[config.mk]
export PLATFORM = sky130hd
export DESIGN_NAME = cell_op_sequencer_flat
export DESIGN_NICKNAME = d
export VERILOG_FILES = /design/src/rtl/cell_op_sequencer_if.sv /design/src/rtl/cell_op_sequencer.sv /design/src/flat_wrapper.sv
export SDC_FILE = /design/constraint.sdc
export NUM_CORES = 1
export LEC_CHECK = 0
export BUFFER_PORTS_ARGS = -buffer_cell sky130_fd_sc_hd__buf_2
export CORE_UTILIZATION = 46
export CTS_CLUSTER_SIZE = 40
export DETAILED_ROUTE_END_ITERATION = 8
export GPL_TIMING_DRIVEN = 0
export PLACE_DENSITY = 0.67
export SLEW_MARGIN = 10
export SYNTH_ARGS = -nofsm -noshare
export SYNTH_HDL_FRONTEND = slang
export SYNTH_SLANG_ARGS = --single-unit
[constraint.sdc]
create_clock -name clk -period 6.75 [get_ports clk]
set_input_delay 0.3375 -clock clk [delete_from_list [all_inputs] [get_ports clk]]
set_output_delay 0.3375 -clock clk [all_outputs]
set_load 0.01 [all_outputs]
[src/rtl/cell_op_sequencer_if.sv]
// Command, pixel-pair, processor and result bundle for cell_op_sequencer.
// The master side is the fetch logic plus cell processor; the slave side is the sequencer.
interface cell_op_sequencer_if #(
  parameter int PIXEL_W = 8,
  parameter int OP_W    = 4,
  parameter int CNT_W   = 16
);
  logic               cmd_valid;
  logic               cmd_ready;
  logic [OP_W-1:0]    cmd_opcode;
  logic [PIXEL_W-1:0] cmd_user;
  logic [CNT_W-1:0]   cmd_count;
  logic               in_valid;
  logic               in_ready;
  logic [PIXEL_W-1:0] in_pixelA;
  logic [PIXEL_W-1:0] in_pixelB;
  logic [PIXEL_W-1:0] proc_pixelA;
  logic [PIXEL_W-1:0] proc_pixelB;
  logic [PIXEL_W-1:0] proc_userInput;
  logic [OP_W-1:0]    proc_opcode;
  logic [PIXEL_W-1:0] proc_result;
  logic               out_valid;
  logic               out_ready;
  logic [PIXEL_W-1:0] out_pixel;
  logic               out_last;
  logic               busy;

  modport master (
    output cmd_valid, cmd_opcode, cmd_user, cmd_count,
    output in_valid, in_pixelA, in_pixelB, proc_result, out_ready,
    input  cmd_ready, in_ready, proc_pixelA, proc_pixelB, proc_userInput, proc_opcode,
    input  out_valid, out_pixel, out_last, busy
  );

  modport slave (
    input  cmd_valid, cmd_opcode, cmd_user, cmd_count,
    input  in_valid, in_pixelA, in_pixelB, proc_result, out_ready,
    output cmd_ready, in_ready, proc_pixelA, proc_pixelB, proc_userInput, proc_opcode,
    output out_valid, out_pixel, out_last, busy
  );
endinterface

[src/rtl/cell_op_sequencer.sv]
// Feeds pixel pairs of a command job into the cell processor and buffers its results in a FIFO.
// Optional CELL_SEQ_STATS_EN adds a completed-job counter output (job_done_cnt).
module cell_op_sequencer #(
  parameter int PIXEL_W    = 8,
  parameter int OP_W       = 4,
  parameter int CNT_W      = 16,
  parameter int PROC_LAT   = 2,
  parameter int FIFO_DEPTH = 8
) (
  input  logic                clk,
  input  logic                rst,
  cell_op_sequencer_if.slave  bus
`ifdef CELL_SEQ_STATS_EN
  ,
  output logic [15:0]         job_done_cnt
`endif
);
  localparam int AW = $clog2(FIFO_DEPTH);
  localparam int CW = AW + 1;
  localparam int SW = CW + 1;

  typedef enum logic [1:0] {IDLE = 2'd0, RUN = 2'd1, DRAIN = 2'd2} state_t;

  state_t                               stateR, nextStateS;
  logic [CNT_W-1:0]                     remainR;
  logic [OP_W-1:0]                      opcodeR;
  logic [PIXEL_W-1:0]                   userR, pixelAR, pixelBR;
  logic                                 issueValidR, issueLastR;
  logic [PROC_LAT-1:0]                  pipeValidR, pipeLastR;
  logic [FIFO_DEPTH-1:0][PIXEL_W-1:0]   fifoMemR;
  logic [FIFO_DEPTH-1:0]                fifoLastR;
  logic [AW-1:0]                        wrPtrR, rdPtrR;
  logic [CW-1:0]                        fifoCountR, inflightR;
  logic cmdHsS, creditS, inReadyS, inHsS, lastIssueS, captureS, popS;

  // A pair may only issue while a FIFO slot is reserved for its result.
  assign cmdHsS     = bus.cmd_valid && (stateR == IDLE);
  assign creditS    = ({1'b0, inflightR} + {1'b0, fifoCountR}) < SW'(FIFO_DEPTH);
  assign inReadyS   = (stateR == RUN) && creditS;
  assign inHsS      = bus.in_valid && inReadyS;
  assign lastIssueS = inHsS && (remainR == CNT_W'(1));
  assign captureS   = pipeValidR[PROC_LAT-1];
  assign popS       = (fifoCountR != CW'(0)) && bus.out_ready;

  assign bus.cmd_ready      = (stateR == IDLE);
  assign bus.in_ready       = inReadyS;
  assign bus.busy           = (stateR != IDLE);
  assign bus.proc_pixelA    = pixelAR;
  assign bus.proc_pixelB    = pixelBR;
  assign bus.proc_userInput = userR;
  assign bus.proc_opcode    = opcodeR;
  assign bus.out_valid      = (fifoCountR != CW'(0));
  assign bus.out_pixel      = fifoMemR[rdPtrR];
  assign bus.out_last       = fifoLastR[rdPtrR];

  // Next-state decode for the job sequencer.
  always_comb begin
    nextStateS = stateR;
    case (stateR)
      IDLE: begin
        if (cmdHsS && (bus.cmd_count != CNT_W'(0))) nextStateS = RUN;
        else                                         nextStateS = IDLE;
      end
      RUN: begin
        if (lastIssueS) nextStateS = DRAIN;
        else            nextStateS = RUN;
      end
      DRAIN: begin
        if (captureS && pipeLastR[PROC_LAT-1]) nextStateS = IDLE;
        else                                   nextStateS = DRAIN;
      end
      default: nextStateS = IDLE;
    endcase
  end

  // State register.
  always_ff @(posedge clk or posedge rst) begin
    if (rst) stateR <= IDLE;
    else     stateR <= nextStateS;
  end

  // Job fields latched at command acceptance and the remaining-pair count.
  always_ff @(posedge clk or posedge rst) begin
    if (rst) begin
      opcodeR <= '0;
      userR   <= '0;
      remainR <= '0;
    end else if (cmdHsS) begin
      opcodeR <= bus.cmd_opcode;
      userR   <= bus.cmd_user;
      remainR <= bus.cmd_count;
    end else if (inHsS && (remainR != CNT_W'(0))) begin
      remainR <= remainR - CNT_W'(1);
    end
  end

  // Processor operand registers and the tag pipe that tracks their results.
  always_ff @(posedge clk or posedge rst) begin
    if (rst) begin
      pixelAR     <= '0;
      pixelBR     <= '0;
      issueValidR <= 1'b0;
      issueLastR  <= 1'b0;
      pipeValidR  <= '0;
      pipeLastR   <= '0;
    end else begin
      if (inHsS) begin
        pixelAR <= bus.in_pixelA;
        pixelBR <= bus.in_pixelB;
      end
      issueValidR   <= inHsS;
      issueLastR    <= lastIssueS;
      pipeValidR[0] <= issueValidR;
      pipeLastR[0]  <= issueLastR;
      for (int i = 1; i < PROC_LAT; i++) begin
        pipeValidR[i] <= pipeValidR[i-1];
        pipeLastR[i]  <= pipeLastR[i-1];
      end
    end
  end

  // Result FIFO plus the count of issued pairs whose results are still in the processor.
  always_ff @(posedge clk or posedge rst) begin
    if (rst) begin
      fifoMemR   <= '0;
      fifoLastR  <= '0;
      wrPtrR     <= '0;
      rdPtrR     <= '0;
      fifoCountR <= '0;
      inflightR  <= '0;
    end else begin
      if (captureS) begin
        fifoMemR[wrPtrR]  <= bus.proc_result;
        fifoLastR[wrPtrR] <= pipeLastR[PROC_LAT-1];
        wrPtrR            <= wrPtrR + AW'(1);
      end
      if (popS) rdPtrR <= rdPtrR + AW'(1);
      case ({captureS, popS})
        2'b10:   fifoCountR <= fifoCountR + CW'(1);
        2'b01:   fifoCountR <= fifoCountR - CW'(1);
        default: fifoCountR <= fifoCountR;
      endcase
      case ({inHsS, captureS})
        2'b10:   inflightR <= inflightR + CW'(1);
        2'b01:   inflightR <= inflightR - CW'(1);
        default: inflightR <= inflightR;
      endcase
    end
  end

`ifdef CELL_SEQ_STATS_EN
  // Completed-job counter, advanced when a job's final result leaves the FIFO.
  always_ff @(posedge clk or posedge rst) begin
    if (rst)                            job_done_cnt <= 16'd0;
    else if (popS && fifoLastR[rdPtrR]) job_done_cnt <= job_done_cnt + 16'd1;
  end
`endif
endmodule

[src/flat_wrapper.sv]
// flat-port wrapper written by rule: the top's interface ports become plain ports
module cell_op_sequencer_flat 
#(
  parameter int PIXEL_W    = 8,
  parameter int OP_W       = 4,
  parameter int CNT_W      = 16,
  parameter int PROC_LAT   = 2,
  parameter int FIFO_DEPTH = 8
)
  (clk, rst, bus_cmd_valid, bus_cmd_opcode, bus_cmd_user, bus_cmd_count, bus_in_valid, bus_in_pixelA, bus_in_pixelB, bus_proc_result, bus_out_ready, bus_cmd_ready, bus_in_ready, bus_proc_pixelA, bus_proc_pixelB, bus_proc_userInput, bus_proc_opcode, bus_out_valid, bus_out_pixel, bus_out_last, bus_busy);
  cell_op_sequencer_if #(.PIXEL_W(PIXEL_W), .OP_W(OP_W), .CNT_W(CNT_W)) bus_i ();
  input  logic clk;
  input  logic rst;
  input wire logic [$bits(bus_i.cmd_valid)-1:0] bus_cmd_valid;
  input wire logic [$bits(bus_i.cmd_opcode)-1:0] bus_cmd_opcode;
  input wire logic [$bits(bus_i.cmd_user)-1:0] bus_cmd_user;
  input wire logic [$bits(bus_i.cmd_count)-1:0] bus_cmd_count;
  input wire logic [$bits(bus_i.in_valid)-1:0] bus_in_valid;
  input wire logic [$bits(bus_i.in_pixelA)-1:0] bus_in_pixelA;
  input wire logic [$bits(bus_i.in_pixelB)-1:0] bus_in_pixelB;
  input wire logic [$bits(bus_i.proc_result)-1:0] bus_proc_result;
  input wire logic [$bits(bus_i.out_ready)-1:0] bus_out_ready;
  output wire logic [$bits(bus_i.cmd_ready)-1:0] bus_cmd_ready;
  output wire logic [$bits(bus_i.in_ready)-1:0] bus_in_ready;
  output wire logic [$bits(bus_i.proc_pixelA)-1:0] bus_proc_pixelA;
  output wire logic [$bits(bus_i.proc_pixelB)-1:0] bus_proc_pixelB;
  output wire logic [$bits(bus_i.proc_userInput)-1:0] bus_proc_userInput;
  output wire logic [$bits(bus_i.proc_opcode)-1:0] bus_proc_opcode;
  output wire logic [$bits(bus_i.out_valid)-1:0] bus_out_valid;
  output wire logic [$bits(bus_i.out_pixel)-1:0] bus_out_pixel;
  output wire logic [$bits(bus_i.out_last)-1:0] bus_out_last;
  output wire logic [$bits(bus_i.busy)-1:0] bus_busy;
  assign bus_i.cmd_valid = bus_cmd_valid;
  assign bus_i.cmd_opcode = bus_cmd_opcode;
  assign bus_i.cmd_user = bus_cmd_user;
  assign bus_i.cmd_count = bus_cmd_count;
  assign bus_i.in_valid = bus_in_valid;
  assign bus_i.in_pixelA = bus_in_pixelA;
  assign bus_i.in_pixelB = bus_in_pixelB;
  assign bus_i.proc_result = bus_proc_result;
  assign bus_i.out_ready = bus_out_ready;
  assign bus_cmd_ready = bus_i.cmd_ready;
  assign bus_in_ready = bus_i.in_ready;
  assign bus_proc_pixelA = bus_i.proc_pixelA;
  assign bus_proc_pixelB = bus_i.proc_pixelB;
  assign bus_proc_userInput = bus_i.proc_userInput;
  assign bus_proc_opcode = bus_i.proc_opcode;
  assign bus_out_valid = bus_i.out_valid;
  assign bus_out_pixel = bus_i.out_pixel;
  assign bus_out_last = bus_i.out_last;
  assign bus_busy = bus_i.busy;
  cell_op_sequencer #(.PIXEL_W(PIXEL_W), .OP_W(OP_W), .CNT_W(CNT_W), .PROC_LAT(PROC_LAT), .FIFO_DEPTH(FIFO_DEPTH)) u_core (.clk(clk), .rst(rst), .bus(bus_i));
endmodule
; ---- Yosys cells after proc, flatten, opt, wreduce, memory -nomap -nowiden
; Cells that the tools add are included.
[op_classes]
add_sub_neg = 8
n_lt_le_gt_ge = 4
eq_ne = 7
n_mux = 18
n_reduce_logical = 17
[ops]
columns = operator, n
row1 = 64-bit bitwise mux, 1
row2 = 16-bit 2-to-1 mux, 2
row3 = 16-bit nonzero test, 2
row4 = 8-bit binary-select mux with 3-bit select, 1
row5 = 8-bit demux with 3-bit select, 1
row6 = "16-bit by 1-bit equality test with 1-bit output, second input constant", 1
row7 = 8-bit 2-to-1 mux, 2
row8 = 4-bit case mux with 2 select lines, 2
row9 = "16-bit by 1-bit subtractor with 16-bit output, second input constant", 1
row10 = 1-bit logical AND, 9
row11 = "4-bit by 1-bit adder with 4-bit output, second input constant", 2
row12 = 8-bit bitwise mux, 1
row13 = "3-bit by 4-bit less-than comparator with 1-bit output, second input constant", 2
row14 = 2-bit nonzero test, 4
row15 = "4-bit by 1-bit subtractor with 4-bit output, second input constant", 2
row16 = "3-bit by 1-bit adder with 3-bit output, second input constant", 2
row17 = "2-bit by 1-bit equality test with 1-bit output, second input constant", 3
row18 = "2-bit equality test, second input constant", 3
row19 = 2-bit case mux with 3 select lines, 1
row20 = 4-bit by 4-bit adder with 5-bit output, 1
row21 = "5-bit by 4-bit less-than comparator with 1-bit output, second input constant", 1
row22 = 2-bit 2-to-1 mux, 2
row23 = 4-bit nonzero test, 1
row24 = 1-bit binary-select mux with 3-bit select, 1
row25 = other kinds (4), 6
[totals]
ff_bits = 138
inputBits = 57
output_inout_bits = 41
wordCells = 77

; ---- Logic depth before layout (Yosys ltp)
; Gate-level depths: netlist of the first run.
[depth]
word_depth = 7
ltp_mapped = 14

; ---- Least setup slack after synthesis of the first run
; OpenSTA, ideal clock, no wires.
[synth_timing]
path_kind = register to register
startpoint = register u_core.inflightR[2]
endpoint = register u_core.inflightR[3]
setup_ns = 0.125
arrival_time_ns = 3.189
setup_slack_ns = 3.436
path_stages_with_launch = 15
path_buffers = 2
synth_period_minus_slack_ns = 3.314
cell_sequence = dfrtp_1 > ha_1 > or4b_1 > a211o_1 > inv_1 > nand2_1 > clkbuf_1 > buf_1 > ha_1 > ha_1 > a21o_1 > a21oi_1 > xnor2_1 > nor2_1 > xor2_1
[synth_via]
elab_chain_len = 6
[synth_lines]
columns = element, line
row1 = from (decl), cell_op_sequencer.sv:33  ; logic [CW-1:0] fifoCountR, inflightR;
row2 = from (signal assigned), cell_op_sequencer.sv:144  ; 2'b10: inflightR <= inflightR + CW'(1);
row3 = from (signal assigned), cell_op_sequencer.sv:145  ; 2'b01: inflightR <= inflightR - CW'(1);
row4 = from (signal assigned), cell_op_sequencer.sv:146  ; default: inflightR <= inflightR;
row5 = 4-bit by 4-bit adder with 5-bit output *, cell_op_sequencer.sv:38  ; assign creditS = ({1'b0, inflightR} + {1'b0, fifoCountR}) < SW'(FIFO_DEPTH);
row6 = 5-bit by 4-bit less-than comparator with 1-bit output *, cell_op_sequencer.sv:38
row7 = 1-bit logical AND *, cell_op_sequencer.sv:39  ; assign inReadyS = (stateR == RUN) && creditS;
row8 = net bus_in_ready, flat_wrapper.sv:24  ; output wire logic [$bits(bus_i.in_ready)-1:0] bus_in_ready;
row9 = 1-bit logical AND *, cell_op_sequencer.sv:40  ; assign inHsS = bus.in_valid && inReadyS;
row10 = 2-bit by 1-bit equality test with 1-bit output / 2-bit equality test (equally long branches), cell_op_sequencer.sv:143  ; case ({inHsS, captureS})
row11 = 4-bit case mux with 2 select lines / 2-bit nonzero test (equally long branches), --
; Mark *: on every way through the listed nets, which the timed path passes. The rest lies on a longest branch.
; A chain may end at the register's enable or synchronous reset.

; ---- Worst setup path after layout of the first run
[layout_timing]
startpoint = register u_core.inflightR[2]
endpoint = register u_core.inflightR[3]
[layout_via]
elab_chain_len = 6
[layout_lines]
columns = element, line
row1 = 4-bit by 4-bit adder with 5-bit output, cell_op_sequencer.sv:38
row2 = 5-bit by 4-bit less-than comparator with 1-bit output, cell_op_sequencer.sv:38
row3 = 1-bit logical AND, cell_op_sequencer.sv:39
row4 = 1-bit logical AND, cell_op_sequencer.sv:40
row5 = 2-bit by 1-bit equality test with 1-bit output / 2-bit equality test (equally long branches), cell_op_sequencer.sv:143
row6 = 4-bit case mux with 2 select lines / 2-bit nonzero test (equally long branches), --
; Parallel ways exist; a longest one is shown, timed or not.

==> reports/metrics.cfg, run 1 <==
[outcome]
violations=hold timing
status=finished with violations

[final_layout]
synthToLayoutAreaGrowth_pct=21.9
multi_input_area_um2=2810
nFillCells=1133
drive_above_1_share_pct=37.8
fin_nets=713
postLayoutCellArea_um2=7830
diodes=0
regArea_um2=3450

[power]
peakVddDrop_uv=201
p_leak_nw=3.89
powerDensity_nw_per_um2=296

[timing]
slew_viol_final=0
slew_headroom_pct=41.1
setup_tns_ns=0
layout_setup_ws_ns=2.98
period_minus_slack_ns=3.77
hold_slack_ns=-0.000328
worstMarginPinSlew_ns=0.884
skew_ns=0.00627
hold_violations=4
period_share_pct=55.8
grt_setup_unrepaired=false
setup_viol=0
fmax_ghz=0.266

[drt]
wl_per_cell_um=17.2
first_pass_iters=5
drtIter0Drc=329
ant_nets=0
vias=4490
drc=0
viasPerCell=5.41
wirelength_um=14300

[clock_tree]
cts-root-buf=clkbuf_16
clk_pin_slew_worst_paths_ns=0.06
postCtsHoldBufs=0
post_cts_buffers=0
cts_tree=yes
htreeDepth=4
cts_buffers=17
cts.sinks=138
cts_resized=0
clk_latency_ns=0.41
cts.path.max_buffers=2

[logic_synthesis]
syn_avg_cell_area_um2=12.3
synth_edf_count=0
synth.net_count=594
syn_area_um2=6430
syn_inst=522
yosys_register_bits=138
seq_area_frac_synth_pct=53.7
ys_async_sr_fraction_pct=100
yosys_warnings=0
synth_flop_cell=dfrtp_1
synth_cell_types=49

[floorplanning]
coreArea_um2=13500
initial_utilization_pct=47.8
die_h_um=120
fp-row-count=42
die-area_um2=14400
ioPinCount=98
die_w_um=120

[global_route]
grt_usage_pct=21.6
antenna_found_initial=0
grt_pass1_vias=4756
grt_max_degree=74
grt_pass1_wl_um=23700
grt-ovfl-total=0

[critical_path]
endpoint_kind=flip-flop
path_class=flip-flop to flip-flop
worst_setup_path_start_kind=flip-flop
crit_fanout=10
worstPathRequired_ns=7.05
cp_data_arrival_time_ns=4.06

[min_path]
hp-class=primary input to async pin

[placed_design]
dp.final_hpwl_um=9690
gp_congestion=0.879
post_dp_cell_area_um2=7190
numPortBuffers=97
place_ws_ns=3.03

[job]
cap_violations=0

cell families after synthesis:
kind of cell | after synthesis | synth area share (%)
compound gates | 48 | 5.70
xor+xnor | 13 | 1.77
buf+inv | 42 | 2.74
fa+ha+maj | 15 | 3.15
flops | 138 | 53.7
simple gates | 163 | 11.7
mux | 103 | 21.2
critical path: stages (launching register included):
cell and delay, ns:
dfrtp_1 0.41, ha_1 0.21, or4b_1 0.49, a211o_1 0.37
inv_1 0.11, nand2_1 0.16, clkbuf_1 0.27, buf_1 0.31
ha_1 0.32, ha_1 0.28, a21o_1 0.19, a21oi_1 0.18
xnor2_1 0.13, nor2_1 0.07, xor2_1 0.14
Yosys cell counts, types with 2 or more instances:
library cell / number / area, µm²
a21o_1: 4 / 30.0
a21oi_1: 5 / 25.0
a221o_1: 4 / 40.0
a22oi_1: 2 / 15.0
a31oi_1: 2 / 12.5
buf_1: 2 / 7.51
buf_2: 3 / 15.0
buf_6: 2 / 22.5
clkbuf_1: 14 / 52.6
dfrtp_1: 138 / 3450
fa_1: 2 / 40.0
ha_1: 13 / 163
inv_1: 20 / 75.1
mux2_2: 83 / 935
mux2i_1: 2 / 20.0
mux4_2: 18 / 405
nand2_1: 101 / 379
nand3_1: 5 / 25.0
nand4_1: 3 / 18.8
nand4b_1: 4 / 35.0
nor2_1: 16 / 60.1
nor3_1: 8 / 40.0
nor3b_1: 3 / 22.5
nor4_1: 9 / 56.3
o21a_1: 4 / 30.0
o21ai_0: 12 / 60.1
o221a_1: 2 / 22.5
o22ai_1: 4 / 25.0
o31ai_4: 2 / 42.5
or3_1: 2 / 12.5
or4_1: 4 / 30.0
xnor2_1: 8 / 70.1
xor2_1: 5 / 43.8
registers in the layout (all words and copies together), names as in the netlist, 3 cells and up:
| signal | flops |
|---|---|
| u_core.fifoMemR | 64 |
| u_core.inflightR | 4 |
| u_core.remainR | 16 |
| u_core.bus.proc_userInput | 8 |
| u_core.rdPtrR | 3 |
| u_core.bus.proc_opcode | 4 |
| u_core.fifoCountR | 4 |
| u_core.fifoLastR | 8 |
| u_core.bus.proc_pixelA | 8 |
| u_core.wrPtrR | 3 |
| u_core.bus.proc_pixelB | 8 |
through the flow:
step                hold slack [ns]  util (%)  std cells  power, W
global placement              0.334      53.0        795   0.00131
finish                    -0.000328      58.2        830   0.00232
global route                 0.0431      58.2        830   0.00243
floorplan                     0.331         -        522   0.00120
detailed placement            0.342      53.5        798   0.00133
CTS                          0.0227      58.2        830   0.00234
cell usage in the layout, fill, tap and decap left out, drive strengths merged, types with 2 or more instances in the layout:
cell type,netlist,final
dfrtp,138,138
buf,7,107
nand2,101,101
mux2,83,83
clkbuf,14,33
inv,20,20
mux4,18,18
nor2,16,16
ha,13,13
o21ai,13,13
nor4,10,10
xnor2,8,8
nor3,8,8
clkinv,1,7
xor2,5,5
a21oi,5,5
nand3,5,5
bufinv,0,5
nand4b,4,4
or4,4,4
o22ai,4,4
a221o,4,4
a21o,4,4
o21a,4,4
nor3b,3,3
nand4,3,3
mux2i,2,2
or3,2,2
a31oi,2,2
o31ai,2,2
a22oi,2,2
o221a,2,2
fa,2,2
clkinvlp,0,2
worst paths after layout:
check                               startpoint                      endpoint  slack, ns  cells after the start
min in group clk               bus_cmd_user[7]  u_core.bus.proc_userInput[7]       0.11                      3
max                        u_core.inflightR[2]           u_core.inflightR[3]       2.98                     14
min                                        rst     u_core.bus.proc_opcode[1]    -0.0003                      2
max reg2reg                u_core.inflightR[2]           u_core.inflightR[3]       2.98                     14
min reg2reg                  u_core.issueLastR           u_core.pipeLastR[0]       0.35                      0
max in group asynchronous                  rst            u_core.fifoMemR[9]       6.00                      3
where the power goes:
part / switching (W) / internal, W / leakage (nW)
Sequential: 0.0000292 / 0.000865 / 1.79
Clock: 0.000346 / 0.000662 / 0.312
Combinational: 0.000209 / 0.000206 / 1.78
cell type report:
cell class                      count  share of cell area, %
Sequential cell                   138                   44.1
Multi-Input combinational cell    342                   35.8
Timing Repair Buffer              100                   6.74
Clock buffer                       19                   5.65
Tap cell                          176                   2.81
Clock inverter                     13                   2.54
Buffer                             21                   1.25
Inverter                           21                   1.07
routing by layer:
layer  vias up  wire, µm  track usage [%]
li1       2091         -                -
met1      2249      6230             27.8
met2       135      7110             35.1
met3        15       809             6.13
met4         0       167             7.34
met5         -         0                0
Power figures use the tool's default switching activity.
==> run 2, diff against run 1 <==
ABC_AREA = 1   (was unset)
PLACE_DENSITY = 0.69   (was 0.67)
clock period = 3.35 ns   (was 6.75 ns; I/O delays follow)
==> run 2 against run 1 <==
Compared with the run above: the flow now finishes without violations; sequential share of layout area decreased by 3.2 points; register-to-register slack got worse by 2.4 ns; worst setup slack got worse by 2.4 ns; critical endpoint unchanged; largest power group unchanged; highest routed layer unchanged.
==> reports/metrics.cfg, run 2 <==
[critical_path]
endpoint_kind=flip-flop
r2r-end=u_core.inflightR[3]
ff2ff_path_depth=13  ; -1
startpoint=u_core.fifoCountR[3]
worst_setup_path_start_kind=flip-flop
critPathCapture=u_core.inflightR[3]
path_class=flip-flop to flip-flop
worstPathRequired_ns=3.66  ; -3.39 ns
r2r_start=u_core.fifoCountR[3]
cp_data_arrival_time_ns=3.12  ; -0.94 ns
reg2reg_slack_ns=0.54  ; -2.45 ns
crit_fanout=10  ; unchanged

[logic_synthesis]
synth_edf_count=0  ; unchanged
syn_area_um2=6670  ; +3.8%
synthTopCellsByArea=dfrtp_1, nand2_1, o21ai_0
yosys.cell_count.top_type=nand2_1
yosys_register_bits=138  ; unchanged
synth_top_family_by_area=simple AND/OR/NAND/NOR gates
synth_fa_ha_area_share_pct=3.04  ; -0.12 points
seq_area_frac_synth_pct=51.8  ; -2.0 points
synth_cell_types=33  ; -33%
synth-xor-area-share_pct=2.10  ; +0.33 points
ys_async_sr_fraction_pct=100  ; unchanged
syn_avg_cell_area_um2=8.30  ; -33%
synth_common_cells=nand2_1, dfrtp_1, nor2_1
synth.net_count=876  ; +47%
yosys_warnings=0  ; unchanged
syn_inst=804  ; +54%
synth_flop_cell=dfrtp_1
yosys.area_share.simple_pct=27.5  ; +16 points
yosysTopAreaCell=dfrtp_1
synth_compound_area_share_pct=10.8  ; +5.1 points
muxShareOfSynthArea_pct=0  ; -21 points
synthDominantCellAreaShare_pct=51.8  ; -2.0 points

[power]
p_leak_nw=4.38  ; +13%
power_w=0.00487  ; +110%
peakVddDrop_uv=374  ; +86%
powerDensity_nw_per_um2=577  ; +95%

[global_route]
antenna_found_initial=0  ; unchanged
grt_pass1_wl_um=28900  ; +22%
grt_usage_pct=25.4  ; +3.8 points
grt_max_degree=38  ; -49%
grt-ovfl-total=0  ; unchanged
grt_pass1_vias=5779  ; +22%

[outcome]
status=finished clean

[timing]
slew_headroom_pct=65.4  ; +24 points
grt_setup_unrepaired=false
setup_viol=0  ; unchanged
slew_viol_final=0  ; unchanged
fmax_ghz=0.355  ; +34%
hold_slack_ns=0.0571  ; +0.0574 ns
skew_ns=0.00874  ; +0.00248 ns
worstMarginPinSlew_ns=0.519  ; -0.365 ns
period_share_pct=84.0  ; +28 points
layout_setup_ws_ns=0.537  ; -2.45 ns
hold_violations=0  ; -4
period_minus_slack_ns=2.81  ; -0.953 ns
setup_tns_ns=0  ; unchanged

[final_layout]
drive_above_1_share_pct=18.7  ; -19 points
diodes=0  ; unchanged
largestRegisters=u_core.fifoMemR: 64 flops, u_core.remainR: 16 flops
nFillCells=1280  ; +13%
final_cell_mix=nand2_1, dfrtp_1, buf_2
top_register=u_core.fifoMemR
final_common_cell=nand2_1
fin_nets=1032  ; +45%
synthToLayoutAreaGrowth_pct=26.5
largest_reg_flops=64  ; unchanged

[placed_design]
dp.final_hpwl_um=11700  ; +20%
place_ws_ns=0.497  ; -2.53 ns
gp_congestion=0.860  ; -2.2%
numPortBuffers=97  ; unchanged

[floorplanning]
die_w_um=122  ; +1.9%
ioPinCount=98  ; unchanged
die_h_um=122  ; +1.9%
die-area_um2=15000  ; +3.7%
coreArea_um2=14000  ; +4.0%
fp-row-count=43  ; +2.4%
initial_utilization_pct=47.7  ; -0.085 points

[clock_tree]
cts.path.max_buffers=2  ; unchanged
cts-root-buf=clkbuf_16
clk_latency_ns=0.43  ; +0.02 ns
cts_buffers=17  ; unchanged
cts_tree=yes
cts.sinks=138  ; unchanged
cts_resized=0  ; unchanged
htreeDepth=4  ; unchanged
clk_pin_slew_worst_paths_ns=0.06  ; about the same

[drt]
wirelength_um=17300  ; +21%
vias=5915  ; +32%
viasPerCell=5.13  ; -5.2%
drtIter0Drc=532  ; +62%
ant_nets=0  ; unchanged
wl_per_cell_um=15.0  ; -13%
first_pass_iters=6  ; +1
drc=0  ; unchanged

[job]
cap_violations=0  ; unchanged

[min_path]
hp-class=primary input to flip-flop

-- run 2: changes by cell type after synthesis, moves of 18 or more --
cell     before  now
nand3_1       5   35
o21ai_0      12   94
inv_1        20   43
nand2_1     101  269
nor2_1       16   95
mux2_2       83    0
o32ai_1       0   18
mux4_2       18    0
-- run 2: area by class of cell --
class | instances | area [µm²] | share of cell area [%]
inverters | 46 | 176 | 2.09
well taps | 180 | 225 | 2.67
repair buffers | 137 | 926 | 11.0
multi-input cells | 590 | 2890 | 34.3
clock inverters | 12 | 146 | 1.73
clock buffers | 20 | 467 | 5.53
plain buffers | 30 | 153 | 1.81
flip-flops and latches | 138 | 3450 | 40.9
-- run 2: cell families (layout without fill, tap and decap cells) --
group           Yosys count  count (layout)
xor+xnor                 16              16
flops                   138             138
fa+ha+maj                15              15
compound gates          128             128
simple gates            431             431
buf+inv                  76             245
-- run 2: per-stage QoR --
step	cells	cell area (µm²)	util [%]
2_1_floorplan	804	6680	-
3_3_place_gp	1081	7390	52.8
3_5_place_dp	1085	7470	53.4
4_1_cts	1153	8440	60.3
5_1_grt	1153	8440	60.3
6_report	1153	8440	60.3
-- run 2: how the worst min path moves through the flow --
stage	startpoint	end	slack, ns	cells past startpoint
final	bus_cmd_count[5]	u_core.remainR[5]	0.06	5
after detailed placement	rst	u_core.bus.proc_opcode[1]	0.19	2
after global routing	bus_cmd_count[5]	u_core.remainR[5]	0.07	5
after global placement	u_core.issueValidR	u_core.pipeValidR[0]	0.33	0
after floorplan	bus_cmd_opcode[0]	u_core.bus.proc_opcode[0]	0.28	2
after CTS	bus_cmd_count[5]	u_core.remainR[5]	0.04	5
-- run 2: critical path, stage by stage, from the launching register on --
cell     delay (ns)
dfrtp_1        0.42
ha_1           0.29
nor2_1         0.10
nand2_1        0.09
nor2_4         0.12
nand3_2        0.22
buf_2          0.27
ha_1           0.27
ha_1           0.33
a21oi_1        0.15
nand2_1        0.07
a21oi_1        0.12
o21ai_0        0.11
xnor2_1        0.13
-- run 2: metal layers --
layer / GRT usage, % / wire length (µm) / part of all wire (%)
met3: 5.39 / 799 / 4.6
met4: 9.22 / 317 / 1.8
met2: 41.9 / 8440 / 49
met1: 32.9 / 7730 / 45
met5: 0 / 0 / 0
-- run 2: repair_timing --
action / in CTS / in global routing
setup buffers: 0 / 0
hold buffers: 36 / 0
endpoints found under the hold margin: 49 / 0
-- run 2: report_power, final --
group / leakage, nW / internal [W] / switching [W] / total [W]
logic: 2.53 / 0.000405 / 0.000730 / 0.00113
registers: 1.56 / 0.00173 / 0.0000518 / 0.00178
clock network: 0.298 / 0.00122 / 0.000725 / 0.00195
total: 4.38 / 0.00336 / 0.00151 / 0.00487
